===== config.mk =====
export PLATFORM = sky130hd
export DESIGN_NAME = logic_cell
export DESIGN_NICKNAME = d
export VERILOG_FILES = /design/src/rtl/logic_cell_pkg.sv /design/src/rtl/logic_cell_lut.sv /design/src/rtl/logic_cell.sv
export SDC_FILE = /design/constraint.sdc
export NUM_CORES = 1
export LEC_CHECK = 0
export CORE_AREA = 2 2 39 41
export CTS_BUF_LIST = sky130_fd_sc_hd__clkbuf_8 sky130_fd_sc_hd__clkbuf_16
export CTS_CLUSTER_DIAMETER = 40
export DETAILED_ROUTE_END_ITERATION = 7
export DIE_AREA = 0 0 41 43
export DONT_BUFFER_PORTS = 1
export PLACE_DENSITY = 0.4
export SYNTH_ARGS = -nofsm -noshare
export SYNTH_HDL_FRONTEND = slang
export SYNTH_SLANG_ARGS = --single-unit
export TNS_END_PERCENT = 5

===== constraint.sdc =====
create_clock -name clk -period 1 [get_ports clk]
set_input_delay 0.15 -clock clk [delete_from_list [all_inputs] [get_ports clk]]
set_output_delay 0.15 -clock clk [all_outputs]
set_load 0.01 [all_outputs]

===== src/rtl/logic_cell_pkg.sv =====
// logic_cell_pkg: shared defaults, the LUT config word type and a majority helper.
package logic_cell_pkg;

    localparam int LUT_K_DEF     = 4;
    localparam int CNT_WIDTH_DEF = 5;
    localparam int LUT_CFG_W     = 2 ** LUT_K_DEF;

    // Truth-table word for a default-sized LUT.
    typedef logic [LUT_CFG_W-1:0] lut_cfg_t;

    // Carry of a full adder: true when at least two inputs are high.
    function automatic logic maj3(input logic a, input logic b, input logic c);
        return (a & b) | (a & c) | (b & c);
    endfunction

endpackage : logic_cell_pkg


===== src/rtl/logic_cell_lut.sv =====
// logic_cell_lut: K-input look-up table with MSB-first indexing.
// sel = all-ones picks cfg[0], sel = all-zeros picks cfg[2**K-1].
module logic_cell_lut
    import logic_cell_pkg::*;
#(
    parameter int K = LUT_K_DEF
) (
    input  logic [2**K-1:0] cfg,
    input  logic [K-1:0]    sel,
    output logic            out
);

    logic [K-1:0] idx;

    // Select the truth-table bit; (2**K-1) - sel is simply ~sel for a K-bit sel.
    always_comb begin
        idx = ~sel;
        out = cfg[idx];
    end

endmodule : logic_cell_lut


===== src/rtl/logic_cell.sv =====
// logic_cell: K-input LUT, 1-bit full adder and a free-running LED counter.
// Optional build macro LOGIC_CELL_OUT_REG_EN registers lut_out, sum_out and
// carry_out (1-cycle latency, cleared by rst). Without it they are combinational.
module logic_cell
    import logic_cell_pkg::*;
#(
    parameter int LUT_K     = LUT_K_DEF,
    parameter int CNT_WIDTH = CNT_WIDTH_DEF
) (
    input  logic                  clk,
    input  logic                  rst,
    input  logic [2**LUT_K-1:0]   lut_config,
    input  logic [LUT_K-1:0]      lut_inputs,
    output logic                  lut_out,
    input  logic                  carry_in,
    input  logic                  data_0,
    input  logic                  data_1,
    output logic                  sum_out,
    output logic                  carry_out,
    output logic [CNT_WIDTH-1:0]  leds
);

    logic lut_comb;
    logic sum_comb;
    logic carry_comb;

    logic_cell_lut #(
        .K (LUT_K)
    ) u_lut (
        .cfg (lut_config),
        .sel (lut_inputs),
        .out (lut_comb)
    );

    // Full adder: parity for the sum, majority for the carry.
    always_comb begin
        sum_comb   = data_0 ^ data_1 ^ carry_in;
        carry_comb = maj3(data_0, data_1, carry_in);
    end

    logic [CNT_WIDTH-1:0] leds_d;
    logic [CNT_WIDTH-1:0] leds_q;

    // Counter next value; the natural overflow of the add gives the wrap to 0.
    always_comb begin
        leds_d = leds_q + CNT_WIDTH'(1);
    end

    // Counter register; synchronous rst wins over the increment.
    always_ff @(posedge clk) begin
        // NOTE: state flops use non-blocking assignment so every flop samples pre-edge values.
        if (rst) begin
            leds_q <= '0;
        end else begin
            leds_q <= leds_d;
        end
    end

    assign leds = leds_q;

`ifdef LOGIC_CELL_OUT_REG_EN
    logic lut_d,   lut_q;
    logic sum_d,   sum_q;
    logic carry_d, carry_q;

    // Next values for the output registers are the combinational results.
    always_comb begin
        lut_d   = lut_comb;
        sum_d   = sum_comb;
        carry_d = carry_comb;
    end

    // Output registers: capture on every edge, cleared by synchronous rst.
    always_ff @(posedge clk) begin
        if (rst) begin
            lut_q   <= 1'b0;
            sum_q   <= 1'b0;
            carry_q <= 1'b0;
        end else begin
            lut_q   <= lut_d;
            sum_q   <= sum_d;
            carry_q <= carry_d;
        end
    end

    assign lut_out   = lut_q;
    assign sum_out   = sum_q;
    assign carry_out = carry_q;
`else
    assign lut_out   = lut_comb;
    assign sum_out   = sum_comb;
    assign carry_out = carry_comb;
`endif

endmodule : logic_cell


==> summary.txt <==
Logic synthesis
  – Yosys top cell area share: approximately a third
  – Cell variety after synth: 10
  – Area contributors post-synth: mux4_1 32%, dfxtp_1 31%, mux2i_1 9.2%
  – Post-synthesis sequential area ratio: between 30% and 40%
  – Mapped Nets: between 50 and 60
  – Commonest cells post-synth: 5 x dfxtp_1, 4 x mux4_1, 4 x nor2_1
  – Synth Register Bits: 5
  – Top_reg_cell synth: dfxtp_1
  – Avg Cell Area, Syn: approximately 14 sq um
  – Mapped Cells: 24
  – Async S/R FF share, synth: 0%
  – Area of the mapped netlist: roughly 330 sq um
  – Warnings, synthesis: 0
  – Synth area leader: mux4_1
  – Most frequent cell after synthesis: dfxtp_1
  – Number of synthesized flops with an enable pin: 0

Routing
  – Routed length per placed instance: approximately 15 microns
  – First-pass DRT Iterations: 1
  – Routed wire length: approximately 740 microns
  – Antenna-violating nets left: 0
  – Drt initial violations: 0
  – Residual DRC count: 0
  – DR vias: ~240
  – Vias per cell: 5.02

Floorplanning
  – Die height: about 43 microns
  – Rows: 14
  – Die Span X: 41 microns
  – Top Ports: 33
  – Initial Util: a little under a quarter
  – Core ar.: 1380 sq um
  – Die area: roughly 1800 sq um

Global route
  – First-pass GRT wire length: approximately 1000 microns
  – Initial antenna violation count: 0
  – GRT Total Usage: under 10%
  – Final global-route overflow total: 0
  – Number of global-route vias before repair: roughly 300
  – Largest net degree at the start of global routing: 5

Setup path
  – Slowest stage delay, CP: between 400 and 500 ps
  – Reg-to-Reg End: leds[4]
  – Startpoint type of the worst setup path: primary input
  – Crit path DAT: roughly 900 ps
  – Critical-path cell list: mux4_2, mux2i_1, mux2i_1
  – Crit Path Max Fanout: 4
  – Critical Path Sink Type: primary output
  – Slowest cell on crit path: mux4_2
  – CP dominant cell by count: mux2i_1
  – Setup Crit Path Kind: in2out
  – Worst Path Required: about 850 ps
  – R2R setup slack: approximately 90 ps
  – CP Buf/Inv Count: 0
  – Worst Reg-to-Reg Cells: 4
  – Top Family by Delay on Critical Path: multiplexers
  – Worst R2R Start: leds[1]

Clock tree
  – Clock buffer count from CTS: 3
  – TritonCTS clock tree: built
  – Worst-Skew Late Latency: 220 ps
  – H-tree levels: 1
  – Num Clock Sinks: 5
  – Post-CTS Repair Setup Buffers: 0
  – Root Buffer: clkbuf_8
  – Max clock buf depth: 2
  – Clock slew seen by the registers of the worst setup and hold paths: 30 ps

Cells and area
  – Share of cells above drive strength 1: about 34%
  – Fin area: 414 sq um
  – Area growth syn-to-layout: 27.3%
  – Nets: 60
  – Register area: approximately 100 sq um
  – Max FFs per register: 5
  – Fillers: 140
  – Final Non-Filler Cells: 48
  – Diodes inserted: 0
  – Multi-input gate area: ~210 sq um

Timing
  – RSZ-0062 raised after global routing: true
  – Tmin final: 1050 ps
  – Period utilisation layout: 105%
  – Final hold violations: 0
  – Least-Margin Pin Slew: about 280 ps
  – Slew Viols, Final: 0
  – Achievable Freq: between 900 and 1000 MHz
  – Setup violators final: 1
  – Setup WS post-layout: -54.1 ps
  – Final Skew: between 0.6 and 0.7 ps
  – Slew HR: 81.0%

Pwr
  – Sw frac: between 20% and 30%
  – VDD IR-drop max: roughly 0.84 mV
  – Comb pwr share: around 15%
  – Clk pwr share: approximately 52%
  – Overall Power: 678 uW
  – Cell internal pwr: around 540 uW
  – Sw power: roughly 140 uW
  – Pwr Density: around 1600 nW/um^2
  – Register share of total power: 32.6%
  – Leak: between 0.00015 and 0.0002 uW

Worst hold path
  – Min-Delay Path Class: in2reg
  – Hold path depth: 1
  – WHS Endpoint: leds[2]
  – HP Start: rst

Placed design
  – Placed insts: between 40 and 50
  – Routability cong.: between 0.5 and 0.6
  – Buffers on Ports: 0
  – Area after DPL: between 300 and 400 sq um
  – HPWL after DPL: 631 microns

Flow run
  – Max cap viols: 0

Outcome
  – Failing checks: setup timing
  – Outcome: complete, but fails checks
worst register-to-register path, stage by stage (launching register included):
cell	delay (ps)
dfxtp_1	330
ha_2	190
nand3_1	90
xor2_1	140
nor2_1	50
per-stage QoR:
step,setup WS (ps),TNS (ps),utilization (%),hold slack [ps]
2_1_floorplan,-12.7,-12.7,-,217
3_3_place_gp,-39.7,-39.7,25.0,218
3_5_place_dp,-63.3,-63.3,25.0,222
4_1_cts,-62.8,-62.8,29.7,14.0
5_1_grt,-105,-115,29.9,7.82
6_report,-54.1,-54.1,29.9,5.60
final cells by class:
cell class	count	area share (%)
clock buffers	3	9.97
repair buffers	4	8.46
flip-flops and latches	5	24.5
clock inverters	1	0.906
multi-input cells	19	51.4
well taps	16	4.83
placed cells by master (no fill, tap or decap):
| cell | n |
|---|---|
| mux4_2 | 4 |
| nor2_1 | 4 |
| dfxtp_1 | 4 |
| mux2i_1 | 3 |
| clkbuf_8 | 3 |
| nand3_1 | 2 |
| xor2_1 | 2 |
| dlygate4sd3_1 | 2 |
| buf_4 | 2 |
| xnor2_1 | 1 |
| nor2b_1 | 1 |
| fa_1 | 1 |
| ha_2 | 1 |
| inv_1 | 1 |
| dfxtp_2 | 1 |
power by group through the flow:
stage          logic (uW)  clock network [uW]  registers [uW]
3_3_place_gp         94.1                   0             223
5_1_grt               115                 376             223
4_1_cts               104                 361             221
2_1_floorplan        70.7                   0             227
6_report              103                 354             221
3_5_place_dp         96.4                   0             224
how the worst max path moves through the flow:
stage / startpoint / endpoint / slack (ps) / cells past startpoint
final: lut_inputs[0] / lut_out / -50 / 3
after global routing: lut_inputs[0] / lut_out / -100 / 3
after CTS: lut_inputs[0] / lut_out / -60 / 3
after detailed placement: lut_inputs[0] / lut_out / -60 / 3
after global placement: lut_inputs[0] / lut_out / -40 / 3
after floorplan: lut_inputs[0] / lut_out / -10 / 3
per-layer routing:
layer / vias up / global-route usage (%) / routed length [microns]
li1: 106 / - / -
met1: 106 / 4.18 / 161
met2: 29 / 18.1 / 422
met3: 0 / 3.66 / 158
met4: 0 / 8.00 / 0
met5: - / 0 / 0
kinds of logic after synthesis:
family,after synthesis,share of synthesized area [%]
DFF,5,30.8
and+or+nand+nor,7,9.62
xor gates and xnor gates,3,8.08
adders and majority gates,2,10.0
muxes,7,41.5
what timing repair did:
item	CTS	global route
resized for setup	0	2
hold endpoints to repair	3	0
gates cloned	0	0
hold buffers	2	0
endpoints found under the setup margin	1	3
Power figures use the tool's default switching activity.
